<file path="config.mk">
export PLATFORM = sky130hd
export DESIGN_NAME = bp_fe_ras_ctrl
export DESIGN_NICKNAME = d
export VERILOG_FILES = /design/src/rtl/bp_fe_pkg.sv /design/src/rtl/bp_fe_ras_ctrl_hist.sv /design/src/rtl/bp_fe_ras_ctrl.sv
export SDC_FILE = /design/constraint.sdc
export NUM_CORES = 1
export LEC_CHECK = 0
export BUFFER_PORTS_ARGS = -buffer_cell sky130_fd_sc_hd__buf_2
export CAP_MARGIN = 5
export CORE_ASPECT_RATIO = 0.6
export CORE_UTILIZATION = 57
export CTS_CLUSTER_SIZE = 12
export DETAILED_ROUTE_END_ITERATION = 10
export HOLD_SLACK_MARGIN = 0.12
export PLACE_DENSITY = 0.75
export SYNTH_ARGS = -nofsm -noshare
export SYNTH_HDL_FRONTEND = slang
export SYNTH_SLANG_ARGS = --single-unit
</file>
<file path="constraint.sdc">
create_clock -name clk_i -period 4.96 [get_ports clk_i]
set_input_delay 0.992 -clock clk_i [delete_from_list [all_inputs] [get_ports clk_i]]
set_output_delay 0.992 -clock clk_i [all_outputs]
set_load 0.02 [all_outputs]
</file>
<file path="src/rtl/bp_fe_pkg.sv">
// Shared types and constants for the front-end RAS controller.
package bp_fe_pkg;

    localparam int RAS_IDX_WIDTH  = 5;
    localparam int HIST_CNT_WIDTH = 8;
    localparam int RAS_MAX_DEPTH  = 2**RAS_IDX_WIDTH - 1;

    typedef enum logic [1:0] {
        IDLE,
        SWAP,
        R_POP,
        R_PUSH
    } bp_fe_ras_ctrl_state_e;

    typedef struct packed {
        logic [RAS_IDX_WIDTH-1:0]  depth;
        logic [HIST_CNT_WIDTH-1:0] pop_cnt;
    } bp_fe_ras_ckpt_s;

endpackage

</file>
<file path="src/rtl/bp_fe_ras_ctrl_hist.sv">
// Circular LIFO of recently popped return addresses; a push when full overwrites the oldest entry.
module bp_fe_ras_ctrl_hist #(
    parameter int els_p       = 4,
    parameter int width_p     = 64,
    parameter int cnt_width_p = $clog2(els_p + 1)
) (
    input  logic                   clk_i,
    input  logic                   reset_n_i,
    input  logic                   push_i,
    input  logic [width_p-1:0]     data_i,
    input  logic                   pop_i,
    output logic [width_p-1:0]     top_o,
    output logic [cnt_width_p-1:0] count_o
);

    localparam int ptr_width_lp = (els_p > 1) ? $clog2(els_p) : 1;
    localparam logic [ptr_width_lp-1:0] last_ptr_lp = ptr_width_lp'(els_p - 1);
    localparam logic [cnt_width_p-1:0]  full_cnt_lp = cnt_width_p'(els_p);

    logic [width_p-1:0]      mem_q [els_p];
    logic [ptr_width_lp-1:0] wr_ptr_q;
    logic [ptr_width_lp-1:0] rd_ptr;
    logic [cnt_width_p-1:0]  cnt_q;

    assign rd_ptr  = (wr_ptr_q == '0) ? last_ptr_lp : wr_ptr_q - ptr_width_lp'(1);
    assign top_o   = mem_q[rd_ptr];
    assign count_o = cnt_q;

    // NOTE: storage has no reset; the count alone defines which entries are valid.
    always_ff @(posedge clk_i) begin
        if (push_i) begin
            mem_q[wr_ptr_q] <= data_i;
        end
    end

    always_ff @(posedge clk_i or negedge reset_n_i) begin
        if (!reset_n_i) begin
            wr_ptr_q <= '0;
            cnt_q    <= '0;
        end else if (push_i) begin
            wr_ptr_q <= (wr_ptr_q == last_ptr_lp) ? '0 : wr_ptr_q + ptr_width_lp'(1);
            if (cnt_q != full_cnt_lp) begin
                cnt_q <= cnt_q + cnt_width_p'(1);
            end
        end else if (pop_i && cnt_q != '0) begin
            wr_ptr_q <= rd_ptr;
            cnt_q    <= cnt_q - cnt_width_p'(1);
        end
    end

endmodule

</file>
<file path="src/rtl/bp_fe_ras_ctrl.sv">
// RAS push/pop sequencer with checkpoint-based redirect recovery.
// Optional statistics counters are enabled with `define BP_FE_RAS_CTRL_STATS_EN.
module bp_fe_ras_ctrl
    import bp_fe_pkg::*;
#(
    parameter int ras_idx_width_p  = RAS_IDX_WIDTH,
    parameter int eaddr_width_p    = 64,
    parameter int tag_width_p      = 3,
    parameter int hist_els_p       = 4,
    parameter int hist_cnt_width_p = HIST_CNT_WIDTH
) (
    input  logic                       clk_i,
    input  logic                       reset_n_i,
    input  logic                       call_v_i,
    input  logic [eaddr_width_p-1:0]   call_addr_i,
    input  logic                       ret_v_i,
    output logic                       ready_o,
    input  logic                       ckpt_v_i,
    input  logic [tag_width_p-1:0]     ckpt_tag_i,
    input  logic                       redirect_v_i,
    input  logic [tag_width_p-1:0]     redirect_tag_i,
    input  logic [eaddr_width_p-1:0]   ras_top_i,
    output logic                       ras_push_o,
    output logic                       ras_pop_o,
    output logic [eaddr_width_p-1:0]   ras_data_o,
    output logic [ras_idx_width_p-1:0] depth_o,
    output logic                       busy_o,
    output logic                       drop_o,
    output logic                       ras_lost_o
`ifdef BP_FE_RAS_CTRL_STATS_EN
    ,
    output logic [31:0]                stat_drop_o,
    output logic [31:0]                stat_restore_o,
    output logic [31:0]                stat_lost_o
`endif
);

    localparam int hcw_lp = $clog2(hist_els_p + 1);
    localparam int qw_lp  = ((ras_idx_width_p > hist_cnt_width_p) ? ras_idx_width_p : hist_cnt_width_p) + 1;
    localparam int sw_lp  = qw_lp + 1;
    localparam logic [ras_idx_width_p-1:0] max_depth_lp = ras_idx_width_p'(RAS_MAX_DEPTH);

    // The checkpoint struct is sized by the package, so the widths must agree.
    if (ras_idx_width_p != RAS_IDX_WIDTH || hist_cnt_width_p != HIST_CNT_WIDTH) begin : g_bad_cfg
        $error("bp_fe_ras_ctrl: index/counter widths must match bp_fe_pkg");
    end

    bp_fe_ras_ctrl_state_e         state_q;
    logic [ras_idx_width_p-1:0]    depth_q, depth_inc, depth_dec;
    logic [hist_cnt_width_p-1:0]   pop_cnt_q, p_cnt_q, ht_q, p_calc;
    logic [qw_lp-1:0]              q_cnt_q, q_calc;
    logic signed [sw_lp-1:0]       q_signed;
    logic                          push_q, pop_q, drop_q, lost_q, push_ok_q, push_ok_calc;
    logic [eaddr_width_p-1:0]      data_q, hist_top;
    logic [hcw_lp-1:0]             hist_cnt;
    logic                          hist_push, hist_pop;
    bp_fe_ras_ckpt_s               ckpt_tbl_q [2**tag_width_p];
    bp_fe_ras_ckpt_s               ckpt_rd;

    assign depth_inc = depth_q + ras_idx_width_p'(1);
    assign depth_dec = depth_q - ras_idx_width_p'(1);

    // Restore plan: P history pushes undo the pops since the checkpoint, Q pops undo everything else.
    assign ckpt_rd      = ckpt_tbl_q[redirect_tag_i];
    assign p_calc       = pop_cnt_q - ckpt_rd.pop_cnt;
    assign q_signed     = $signed(sw_lp'(depth_q)) - $signed(sw_lp'(ckpt_rd.depth)) + $signed(sw_lp'(p_calc));
    assign q_calc       = q_signed[sw_lp-1] ? '0 : q_signed[qw_lp-1:0];
    assign push_ok_calc = (p_calc <= hist_cnt_width_p'(hist_els_p)) && (hist_cnt_width_p'(hist_cnt) >= p_calc);

    assign ready_o    = (state_q == IDLE);
    assign busy_o     = (state_q == R_POP) || (state_q == R_PUSH);
    assign ras_push_o = push_q;
    assign ras_pop_o  = pop_q;
    assign ras_data_o = data_q;
    assign depth_o    = depth_q;
    assign drop_o     = drop_q;
    assign ras_lost_o = lost_q;

    always_comb begin
        hist_push = 1'b0;
        hist_pop  = 1'b0;
        if (!redirect_v_i) begin
            hist_push = (state_q == IDLE) && ret_v_i && (depth_q != '0);
            hist_pop  = (state_q == R_PUSH)
                     || ((state_q == R_POP) && (q_cnt_q == '0) && push_ok_q && (p_cnt_q != '0));
        end
    end

    bp_fe_ras_ctrl_hist #(
        .els_p       (hist_els_p),
        .width_p     (eaddr_width_p),
        .cnt_width_p (hcw_lp)
    ) u_hist (
        .clk_i     (clk_i),
        .reset_n_i (reset_n_i),
        .push_i    (hist_push),
        .data_i    (ras_top_i),
        .pop_i     (hist_pop),
        .top_o     (hist_top),
        .count_o   (hist_cnt)
    );

    // NOTE: all state updates use non-blocking assignments so every branch sees pre-edge values.
    always_ff @(posedge clk_i or negedge reset_n_i) begin
        if (!reset_n_i) begin
            state_q   <= IDLE;
            depth_q   <= '0;
            pop_cnt_q <= '0;
            q_cnt_q   <= '0;
            p_cnt_q   <= '0;
            ht_q      <= '0;
            push_ok_q <= 1'b0;
            push_q    <= 1'b0;
            pop_q     <= 1'b0;
            drop_q    <= 1'b0;
            lost_q    <= 1'b0;
            data_q    <= '0;
            for (int i = 0; i < 2**tag_width_p; i++) begin
                ckpt_tbl_q[i] <= '0;
            end
        end else begin
            push_q <= 1'b0;
            pop_q  <= 1'b0;
            drop_q <= 1'b0;
            if (redirect_v_i) begin
                state_q   <= R_POP;
                q_cnt_q   <= q_calc;
                p_cnt_q   <= p_calc;
                ht_q      <= ckpt_rd.pop_cnt;
                push_ok_q <= push_ok_calc;
                if (!push_ok_calc) begin
                    lost_q <= 1'b1;
                end
            end else begin
                case (state_q)
                    IDLE: begin
                        if (ckpt_v_i) begin
                            ckpt_tbl_q[ckpt_tag_i] <= '{depth: depth_q, pop_cnt: pop_cnt_q};
                        end
                        if (call_v_i && ret_v_i && depth_q != '0) begin
                            pop_q     <= 1'b1;
                            data_q    <= call_addr_i;
                            depth_q   <= depth_dec;
                            pop_cnt_q <= pop_cnt_q + hist_cnt_width_p'(1);
                            state_q   <= SWAP;
                        end else if (call_v_i) begin
                            // A return paired with a call at empty depth is dropped here.
                            drop_q <= ret_v_i || (depth_q == max_depth_lp);
                            if (depth_q != max_depth_lp) begin
                                push_q  <= 1'b1;
                                data_q  <= call_addr_i;
                                depth_q <= depth_inc;
                            end
                        end else if (ret_v_i) begin
                            if (depth_q != '0) begin
                                pop_q     <= 1'b1;
                                depth_q   <= depth_dec;
                                pop_cnt_q <= pop_cnt_q + hist_cnt_width_p'(1);
                            end else begin
                                drop_q <= 1'b1;
                            end
                        end
                    end
                    SWAP: begin
                        push_q  <= 1'b1;
                        depth_q <= depth_inc;
                        state_q <= IDLE;
                    end
                    R_POP: begin
                        if (q_cnt_q != '0) begin
                            if (depth_q != '0) begin
                                pop_q   <= 1'b1;
                                depth_q <= depth_dec;
                            end
                            q_cnt_q <= q_cnt_q - qw_lp'(1);
                            if (q_cnt_q == qw_lp'(1)) begin
                                if (push_ok_q && p_cnt_q != '0) begin
                                    state_q <= R_PUSH;
                                end else begin
                                    state_q   <= IDLE;
                                    pop_cnt_q <= ht_q;
                                end
                            end
                        end else if (push_ok_q && p_cnt_q != '0) begin
                            push_q  <= 1'b1;
                            data_q  <= hist_top;
                            depth_q <= depth_inc;
                            p_cnt_q <= p_cnt_q - hist_cnt_width_p'(1);
                            if (p_cnt_q == hist_cnt_width_p'(1)) begin
                                state_q   <= IDLE;
                                pop_cnt_q <= ht_q;
                            end else begin
                                state_q <= R_PUSH;
                            end
                        end else begin
                            state_q   <= IDLE;
                            pop_cnt_q <= ht_q;
                        end
                    end
                    R_PUSH: begin
                        push_q  <= 1'b1;
                        data_q  <= hist_top;
                        depth_q <= depth_inc;
                        p_cnt_q <= p_cnt_q - hist_cnt_width_p'(1);
                        if (p_cnt_q == hist_cnt_width_p'(1)) begin
                            state_q   <= IDLE;
                            pop_cnt_q <= ht_q;
                        end
                    end
                    default: state_q <= IDLE;
                endcase
            end
        end
    end

`ifdef BP_FE_RAS_CTRL_STATS_EN
    logic [31:0] stat_drop_q, stat_restore_q, stat_lost_q;

    assign stat_drop_o    = stat_drop_q;
    assign stat_restore_o = stat_restore_q;
    assign stat_lost_o    = stat_lost_q;

    always_ff @(posedge clk_i or negedge reset_n_i) begin
        if (!reset_n_i) begin
            stat_drop_q    <= '0;
            stat_restore_q <= '0;
            stat_lost_q    <= '0;
        end else begin
            if (drop_q && stat_drop_q != '1) begin
                stat_drop_q <= stat_drop_q + 32'd1;
            end
            if (redirect_v_i && stat_restore_q != '1) begin
                stat_restore_q <= stat_restore_q + 32'd1;
            end
            if (redirect_v_i && !push_ok_calc && !lost_q && stat_lost_q != '1) begin
                stat_lost_q <= stat_lost_q + 32'd1;
            end
        end
    end
`endif

endmodule

</file>
# Yosys cells after proc, flatten, opt, wreduce, memory -nomap -nowiden
# Memories as Yosys holds them, arrays and structs flattened.
# Index checks and enable logic that the tools add are counted.
[word_totals]
ff_bits = 218
latch_bits = 0
ram_bits = 256
mem_bits_ro = 0
in_bits = 140
output_inout_bits = 75
elab_cells = 193
n_memories = 1
[mem_list]
columns = ["name", "words", "width", "rd", "rd_ports_with_merged_regs", "write_ports", "line_no", "rtl"]
rows = [
  ["u_hist.mem_q", 4, 64, 1, 0, 1, "bp_fe_ras_ctrl_hist.sv:20", "logic [width_p-1:0] mem_q [els_p];"],
]
[op_classes]
n_addsub = 12
multipliers = 0
div_mod_pow = 0
magnitude_cmp = 5
n_eq_ne = 27
n_shift = 0
n_mux = 78
bitwise = 4
reduce_logical = 36
[op_table]
columns = ["cell", "n"]
rows = [
  ["2-to-1 mux 64 bit", 5],
  ["one-hot mux 64 bit (3 select lines)", 1],
  ["bitwise mux 104 bit", 1],
  ["2-to-1 mux 8 bit", 12],
  ["binary-select mux 13 bit (select 3 bit)", 1],
  ["demux 13 bit (select 3 bit)", 1],
  ["2-to-1 mux 13 bit", 3],
  ["2-to-1 mux 9 bit", 4],
  ["2-to-1 mux 5 bit", 7],
  ["2-to-1 mux 2 bit", 12],
  ["one-hot mux 8 bit (3 select lines)", 1],
  ["2-to-1 mux 1 bit", 22],
  ["!= test 3 x 2 -> 1 bit (second input constant)", 6],
  ["one-hot mux 8 bit (2 select lines)", 1],
  ["one-hot mux 5 bit (3 select lines)", 1],
  ["!= test 3 x 1 -> 1 bit (second input constant)", 4],
  ["logical AND 1 bit", 11],
  ["adder 6 x 9 -> 10 bit", 1],
  ["== test 9 x 1 -> 1 bit (second input constant)", 1],
  ["zero test 9 bit", 1],
  ["2-to-1 mux 3 bit", 3],
  ["!= test 3 bit (second input constant)", 3],
  ["AND reduction 3 bit", 3],
  ["nonzero test 3 bit", 3],
  ["other kinds (40)", 54],
]

# Logic depth before layout (Yosys ltp)
# Gate-level depths: netlist of run 1.
[logic_depth]
depth_word = 9
mapped_depth = 19
mapped_depth_nobuf = 17

# Cells and area by module
# A second synthesis of run 1 with hierarchy kept.
[hier_totals]
cells_unflattened = 1385
area_unflattened_um2 = 21257.9
[by_module_without_submodules]
columns = ["mod", "n_inst", "cells_per_inst", "area_per_inst_um2", "seq_area_each_um2"]
rows = [
  ["bp_fe_ras_ctrl", 1, 1006, 11557.3, 5330.1],
  ["bp_fe_ras_ctrl_hist", 1, 379, 9700.6, 7812.5],
]

# Least setup slack after synthesis of run 1
# No wires, ideal clock.
[synth_timing]
kind = "input -> register"
from = "input redirect_tag_i[0]"
to = "register q_cnt_q[7]"
setup_time_ns = 0.121
arrival_ns = 5.251
path_slack_ns = -0.413
path_stages = 16
path_cell_list = "clkbuf_1 > buf_1 > mux4_2 > mux2_2 > ha_1 > inv_1 > fa_1 > ha_1 > a21o_1 > a21oi_1 > o21bai_1 > a221oi_1 > a311oi_4 > a32oi_4 > nor2_1 > o22a_1"
[synth_between]
elab_chain_len = 8
[synth_lines]
columns = ["item", "line_no", "rtl"]
rows = [
  ["start, declared", "bp_fe_ras_ctrl.sv:21", "input logic [tag_width_p-1:0] redirect_tag_i,"],
  ["inverter 3 -> 4 bit (not written as such) *", "bp_fe_ras_ctrl.sv:64", "assign ckpt_rd = ckpt_tbl_q[redirect_tag_i];"],
  ["binary-select mux 13 bit (select 3 bit) *", "bp_fe_ras_ctrl.sv:64", ""],
  ["2-to-1 mux 13 bit (not written as such) * (2 in series)", "bp_fe_ras_ctrl.sv:64", ""],
  ["subtractor 8 bit or subtractor 5 x 5 -> 6 bit (tied branches)", "bp_fe_ras_ctrl.sv:65, bp_fe_ras_ctrl.sv:66", ""],
  ["adder 6 x 9 -> 10 bit *", "bp_fe_ras_ctrl.sv:66", "assign q_signed = $signed(sw_lp'(depth_q)) - $signed(sw_lp'(ckpt_rd.depth)) + $signed(sw_lp'(p_calc));"],
  ["2-to-1 mux 9 bit *", "bp_fe_ras_ctrl.sv:67", "assign q_calc = q_signed[sw_lp-1] ? '0 : q_signed[qw_lp-1:0];"],
  ["2-to-1 mux 9 bit *", "bp_fe_ras_ctrl.sv:125", "if (redirect_v_i) begin"],
  ["end signal, assigned", "bp_fe_ras_ctrl.sv:127", "q_cnt_q <= q_calc;"],
  ["end signal, assigned", "bp_fe_ras_ctrl.sv:175", "q_cnt_q <= q_cnt_q - qw_lp'(1);"],
  ["end, declared", "bp_fe_ras_ctrl.sv:51", "logic [qw_lp-1:0] q_cnt_q, q_calc;"],
]
# Every way passes the cells marked *; elsewhere a longest branch is shown, timed or not. The select of a mux whose other input is x is not followed.
# A chain may end at the register's enable or synchronous reset.

==> results.cfg, run 1 <==
[status]
outcome = complete, but fails checks
violations = DRC

[grt]
first_pass_grt_wire_length_mm = 71.84
grt_antenna_before_repair = 7
grt_pass1_vias = 12500
gr-total-overflow = 0
gr-usage-all-layers_pct = 25.75
grt_start_max_net_pins = 95

[floorplan]
dieWidth_um = 247.4
initial_util_pct = 58.37
fp-row-count = 53
floorplan.die_area_mm2 = 0.03692
height_of_the_die_um = 149.2
num_io_pins = 215
design.core.area_mm2 = 0.03528

[cells_and_area]
layout_common_cells = 256 x sky130_fd_sc_hd__edfxtp_1, 217 x sky130_fd_sc_hd__dfrtp_1, 213 x sky130_fd_sc_hd__buf_2
area_growth_pct = 15.26
fillerInstances = 2480
final_nets = 1763
area_used_by_sequential_logic_in_the_layout_mm2 = 0.01315
layout-drive-gt1-share_pct = 31.81
layoutNonFillerInstCount = 2093
mostFrequentLayoutCell = sky130_fd_sc_hd__edfxtp_1
multi_input_gate_area_in_the_final_layout_mm2 = 0.007094
finalInstanceArea_mm2 = 0.02374

[drt]
routed_wire_length_per_instance_um = 22.07
dr_total_vias = 12480
drt_first_iter_violations = 983
drc_errors = 10
antenna_left = 0
detailedRoute.firstPassIterationCount = 8
route.detailed.vias_per_inst = 5.963
postRouteWirelength_mm = 46.20

[yosys]
synth.largest_area_cell = sky130_fd_sc_hd__edfxtp_1
mappedNetlistArea_mm2 = 0.02059
netlist.area_leader.share_pct = 37.33
yosysUniqueCellTypes = 65
sequential_to_total_area_share_from_yosys_stat_pct = 63.82
synth_flop_cell = sky130_fd_sc_hd__edfxtp_1
synth.ff_latch_count = 474
syn_nets = 1534
postSynth.asyncResetShare_pct = 45.99
synth_edf_count = 256
syn_area_per_cell_um2 = 15.16
post_synth_main_area_contributors = sky130_fd_sc_hd__edfxtp_1 37%, sky130_fd_sc_hd__dfrtp_1 26%, sky130_fd_sc_hd__mux4_2 9.8%
synth_cells = 1358
synthesis.yosys.warnings = 0

[min_path]
hold_path.class = in2async

[cts]
cts_tree = yes
postCtsHoldBufs = 0
post_cts_setup_inserts = 0
max-clock-path-buffers = 3
worstSkewPairLatency_ns = 0.57
cts_made_buffers = 45
ctsResizeCount = 0
h-tree-depth = 2
clock_tree.root_cell = sky130_fd_sc_hd__clkbuf_16
cts.sink_count = 474
cts.clk_slew.worst_paths_ns = 0.06

[place]
globalplace.congestion = 0.9305
io_buffer_count = 214
dp_cell_count = 2007
placedInstanceArea_mm2 = 0.02240
dp_hpwl_mm = 30.69

[worst_setup_path]
worst_setup_path_end_kind = flip-flop
timing.rr.end = q_cnt_q[7]
crit_reg_reg_startpoint = ckpt_tbl_q[0]
r2r_cells = 14
worst-endpoint-arrival_ns = 5.10
critical_path_peak_fanout = 9
worst-setup-path-type = in2reg
reg2reg_slack_ns = 0.70
required_ns = 5.42
timing.critical_path.from_type = primary input

[timing]
worst_slew_margin_rel_pct = 33.77
worst_pin_slew_ns = 0.9934
timing_max_transition_violations_final = 0
maxClockFrequency_mhz = 215.5
unrepaired_setup_endpoints_after_global_routing = false
min_period_ns = 4.640
final.setup_skew_ns = 0.02291
timing.setup.tns_ns = 0
hold_viol_final = 0
fin_crit_sh_pct = 93.55
finalSetupViolCount = 0

[pwr]
static-leakage-power_nw = 9.867
pwr-share-seq_pct = 37.4
power_per_cell_area_mw_per_mm2 = 622.6
vdd_drop_max_v = 0.0003286
clock_power_share_pct = 21.5
cellInternalPower_mw = 9.298
switching_share_pct = 37.08
power.share.combinational_pct = 41.1
power.net_switching_mw = 5.479
totalPowerFinal_mw = 14.78

[run]
max-cap-violations = 0
==> critical path, cell delays in order <==
cell and delay, ns:
sky130_fd_sc_hd__buf_2 0.26, sky130_fd_sc_hd__mux4_2 0.53, sky130_fd_sc_hd__mux2_2 0.31, sky130_fd_sc_hd__ha_1 0.20, sky130_fd_sc_hd__inv_1 0.07, sky130_fd_sc_hd__fa_1 0.52
sky130_fd_sc_hd__ha_1 0.35, sky130_fd_sc_hd__a21o_1 0.18, sky130_fd_sc_hd__a21oi_1 0.23, sky130_fd_sc_hd__o21bai_1 0.15, sky130_fd_sc_hd__a221oi_1 0.43, sky130_fd_sc_hd__a311oi_4 0.11
sky130_fd_sc_hd__a32oi_4 0.42, sky130_fd_sc_hd__nor2_1 0.11, sky130_fd_sc_hd__o22a_1 0.22
==> cell usage after synthesis (all sizes together), types with 3 or more instances <==
| cell type | count |
|---|---|
| edfxtp | 256 |
| dfrtp | 218 |
| nor2 | 113 |
| a21oi | 98 |
| mux2 | 95 |
| mux4 | 90 |
| mux2i | 76 |
| clkbuf | 48 |
| nand2 | 48 |
| o21ai | 46 |
| ha | 32 |
| inv | 28 |
| buf | 25 |
| xnor2 | 19 |
| and3 | 13 |
| nor3 | 12 |
| nand3 | 11 |
| nand2b | 8 |
| nor2b | 8 |
| nor4 | 8 |
| o21a | 8 |
| xor2 | 8 |
| a31oi | 7 |
| o31ai | 6 |
| o22ai | 5 |
| or2 | 5 |
| a211oi | 4 |
| a21o | 4 |
| a22oi | 4 |
| fa | 4 |
| nand3b | 4 |
| nor3b | 4 |
| a221o | 3 |
| a22o | 3 |
| a32oi | 3 |
| and2 | 3 |
| nand4 | 3 |
| o22a | 3 |
| o31a | 3 |
==> cell type report <==
class | count | area share, %
diodes | 7 | 0.07380
repair buffers | 255 | 6.168
clock inverters | 4 | 0.3005
clock buffers | 75 | 5.261
well taps | 467 | 2.462
multi-input cells | 782 | 29.89
inverters | 29 | 0.4586
flip-flops and latches | 474 | 55.39
==> flip-flops by register name, summed over array words and instances, names as in the netlist <==
register,cells
u_hist.mem_q,256
state_q,2
depth_o,5
q_cnt_q,9
ras_lost_o,1
push_ok_q,1
u_hist.count_o,3
ht_q,8
ras_push_o,1
drop_o,1
p_cnt_q,8
pop_cnt_q,8
u_hist.wr_ptr_q,2
ras_data_o,64
ras_pop_o,1
ckpt_tbl_q,104
==> stage by stage <==
stage                     utilization [%]  hold slack, ns  worst slack (ns)
after floorplan                         -          0.4448           0.08605
after global placement              63.49          0.4533          -0.08712
after detailed placement            63.49          0.4543           -0.2435
after CTS                           67.23          0.4692            0.3434
after global routing                67.26          0.4938            0.1052
final                               67.28          0.4440            0.3198
==> kinds of logic after synthesis <==
family,synth area share (%)
DFF,63.82
muxes,18.73
and+or+nand+nor,5.450
AOI/OAI and AO/OA,6.489
buffers and inverters,1.975
adders and majority gates,2.382
xor gates and xnor gates,1.148
==> worst max-delay path by stage <==
stage            endpoint               from  cells after the start  slack, ns
2_1_floorplan  q_cnt_q[7]  redirect_tag_i[0]                     16       0.09
3_3_place_gp   q_cnt_q[7]  redirect_tag_i[0]                     15      -0.09
3_5_place_dp   q_cnt_q[7]  redirect_tag_i[0]                     14      -0.24
4_1_cts        q_cnt_q[7]  redirect_tag_i[0]                     14       0.34
5_1_grt        q_cnt_q[7]  redirect_tag_i[0]                     15       0.11
6_report       q_cnt_q[7]  redirect_tag_i[0]                     15       0.32
==> power by group through the flow <==
stage               sequential (mW)  combinational [mW]  clock (mW)
floorplan                      5.65                4.20           0
global placement               5.55                5.90           0
detailed placement             5.58                6.07           0
CTS                            5.52                6.09        3.22
global route                   5.62                6.61        3.39
finish                         5.52                6.08        3.18
==> layer usage <==
layer	GRT usage (%)	vias to the layer above	share of wire, %
met1	38.36	6374	45
li1	-	5661	-
met2	38.90	384	46
met3	5.864	57	6.9
met4	6.043	4	1.8
met5	0	-	0.050
Note: power is estimated with default switching activity, not from simulation.
==> run 2, diff against run 1 <==
--- a/config.mk
+++ b/config.mk
@@ -9,6 +9,7 @@
 export CAP_MARGIN = 5
 export CORE_ASPECT_RATIO = 0.6
 export CORE_UTILIZATION = 57
+export CTS_BUF_LIST = sky130_fd_sc_hd__clkbuf_4
 export CTS_CLUSTER_SIZE = 12
 export DETAILED_ROUTE_END_ITERATION = 10
 export HOLD_SLACK_MARGIN = 0.12
==> run 2 against run 1 <==
Net effect: the run still ends with DRC left; worst setup slack better by 0.22 ns; sequential share of layout area is 0.35 points lower; register-to-register slack worse by 0.02 ns; hold slack lost 0.25 ns; sequential power barely moved; clock power is essentially flat; die area unchanged; clock skew increased by 0.019 ns; critical path depth is 1 lower; fmax increased by 4.9%.
==> results.cfg, run 2 (synthesis gave the netlist of run 1 again) <==
[timing]
finalSetupViolCount = 0
maxClockFrequency_mhz = 226.1
unrepaired_setup_endpoints_after_global_routing = false
min_period_ns = 4.423
timing_max_transition_violations_final = 0
worst_slew_margin_rel_pct = 34.45
worst_pin_slew_ns = 0.9832
hold_viol_final = 0
timing.setup.tns_ns = 0
final.setup_skew_ns = 0.04208
fin_crit_sh_pct = 89.17

[pwr]
vdd_drop_max_v = 0.0003421
static-leakage-power_nw = 10.11
power_per_cell_area_mw_per_mm2 = 619.5
pwr-share-seq_pct = 37.3
power.net_switching_mw = 5.591
power.share.combinational_pct = 41.2
clock_power_share_pct = 21.5
switching_share_pct = 37.79
cellInternalPower_mw = 9.205

[drt]
drt_first_iter_violations = 944
postRouteWirelength_mm = 46.70
drc_errors = 10
detailedRoute.firstPassIterationCount = 9
antenna_left = 0
dr_total_vias = 12880
route.detailed.vias_per_inst = 5.811
routed_wire_length_per_instance_um = 21.06

[cells_and_area]
layoutNonFillerInstCount = 2217
finalInstanceArea_mm2 = 0.02388
largest_register_ff_count = 256
fillerInstances = 2495
post-route-util_pct = 67.70
layout-drive-gt1-share_pct = 37.16
area_growth_pct = 15.99
top_register = u_hist.mem_q
final_nets = 1825
mostFrequentLayoutCell = sky130_fd_sc_hd__edfxtp_1
layout_common_cells = 256 x sky130_fd_sc_hd__edfxtp_1, 217 x sky130_fd_sc_hd__dfrtp_1, 213 x sky130_fd_sc_hd__buf_2

[cts]
postCtsHoldBufs = 0
cts_made_buffers = 107
h-tree-depth = 3
cts_tree = yes
max-clock-path-buffers = 3
cts.clk_slew.worst_paths_ns = 0.07
cts.sink_count = 474
clock_tree.root_cell = sky130_fd_sc_hd__clkbuf_4
worstSkewPairLatency_ns = 0.82
post_cts_setup_inserts = 0
ctsResizeCount = 0

[grt]
grt_pass1_vias = 13100
gr-total-overflow = 0
grt_start_max_net_pins = 95
grt_antenna_before_repair = 8
first_pass_grt_wire_length_mm = 72.47
gr-usage-all-layers_pct = 26.00

[place]
io_buffer_count = 214
placedInstanceArea_mm2 = 0.02240
globalplace.congestion = 0.9305
dp_cell_count = 2007
dp_hpwl_mm = 30.69

[worst_setup_path]
critical_path.slowest_cell = sky130_fd_sc_hd__fa_1
critical-path-max-stage-delay_ns = 0.57
worst-endpoint-arrival_ns = 5.12
worst_setup_path_end_kind = flip-flop
required_ns = 5.66
critical_path_buf_inv_count = 2
worstPathCellList = buf_2, buf_4, mux4_2, mux2i_1, fa_1, ha_1, a21o_1, a21oi_1, o21bai_1, a221oi_1, a311oi_4, a32oi_4, nor2_1, o22a_1
kind_of_cell_adding_the_most_delay_to_the_critical_path = compound AO/OA/AOI/OAI gates
timing.critical_path.from_type = primary input
critical_path_peak_fanout = 9
worst-setup-path-type = in2reg

[floorplan]
num_io_pins = 215
design.core.area_mm2 = 0.03528
initial_util_pct = 58.37
dieWidth_um = 247.4
height_of_the_die_um = 149.2
fp-row-count = 53
floorplan.die_area_mm2 = 0.03692

[status]
outcome = complete, but fails checks
violations = DRC

[min_path]
hold_path.class = in2async

[run]
max-cap-violations = 0
## run 2: cell count changes in the layout (fill, tap and decap cells not counted), moves of 2 or more
cell and delta:
sky130_fd_sc_hd__clkbuf_4 +172, sky130_fd_sc_hd__clkinvlp_4 +2, sky130_fd_sc_hd__inv_6 +3, sky130_fd_sc_hd__clkbuf_16 -45, sky130_fd_sc_hd__clkbuf_1 -29, sky130_fd_sc_hd__clkinv_1 +19, sky130_fd_sc_hd__diode_2 +2
## run 2: cell type report
class	count	area [µm²]	share of cell area (%)
Inverter	29	108.9	0.4558
Antenna cell	9	22.52	0.09429
Multi-Input combinational cell	782	7094	29.70
Sequential cell	474	13150	55.04
Timing Repair Buffer	255	1464	6.129
Clock buffer	172	1291	5.406
Tap cell	467	584.3	2.446
Clock inverter	29	172.7	0.7229
## run 2: worst paths after layout
path	from	endpoint	slack [ns]	depth (start not counted)
hold reg to reg	ras_lost_o	ras_lost_o	0.46	1
max in group asynchronous	reset_n_i	ras_data_o[12]	3.67	2
setup reg to reg	ckpt_tbl_q[0]	q_cnt_q[7]	0.68	14
min in group clk_i	ras_top_i[46]	u_hist.mem_q[2][46]	0.38	1
hold / removal	reset_n_i	q_cnt_q[1]	0.20	1
setup / recovery	redirect_tag_i[0]	q_cnt_q[7]	0.54	14
## run 2: routing by layer
layer  vias to the layer above  GRT usage (%)  part of all wire [%]
li1                       5853              -                     -
met1                      6547          38.17                    46
met2                       402          38.00                    46
met3                        76          6.872                   6.3
met4                         4          8.589                   2.1
met5                         -              0                 0.058
## run 2: stage by stage
step / worst slack [ns] / power, mW / hold slack, ns
4_1_cts: 0.6757 / 14.87 / 0.1501
2_1_floorplan: 0.08605 / 9.848 / 0.4448
3_5_place_dp: -0.2435 / 11.65 / 0.4543
3_3_place_gp: -0.08712 / 11.45 / 0.4533
5_1_grt: 0.3923 / 15.69 / 0.2067
6_report: 0.5374 / 14.80 / 0.1981
## run 2: worst reg2reg max path, cell delays in order, from the launching register on
cell and delay (ns):
sky130_fd_sc_hd__dfrtp_1 0.38, sky130_fd_sc_hd__mux4_2 0.46, sky130_fd_sc_hd__mux2_2 0.31, sky130_fd_sc_hd__ha_1 0.20, sky130_fd_sc_hd__inv_1 0.07, sky130_fd_sc_hd__fa_1 0.52, sky130_fd_sc_hd__ha_1 0.35, sky130_fd_sc_hd__a21o_1 0.19
sky130_fd_sc_hd__a21oi_1 0.24, sky130_fd_sc_hd__o21bai_1 0.15, sky130_fd_sc_hd__a221oi_1 0.43, sky130_fd_sc_hd__a311oi_4 0.12, sky130_fd_sc_hd__a32oi_4 0.42, sky130_fd_sc_hd__nor2_1 0.11, sky130_fd_sc_hd__o22a_1 0.22
## run 2: power by group through the flow
stage               Sequential (mW)  Clock [mW]  Combinational, mW
floorplan                      5.65           0               4.20
global placement               5.55           0               5.90
detailed placement             5.58           0               6.07
CTS                            5.51        3.27               6.09
global route                   5.61        3.47               6.60
finish                         5.52        3.19               6.09
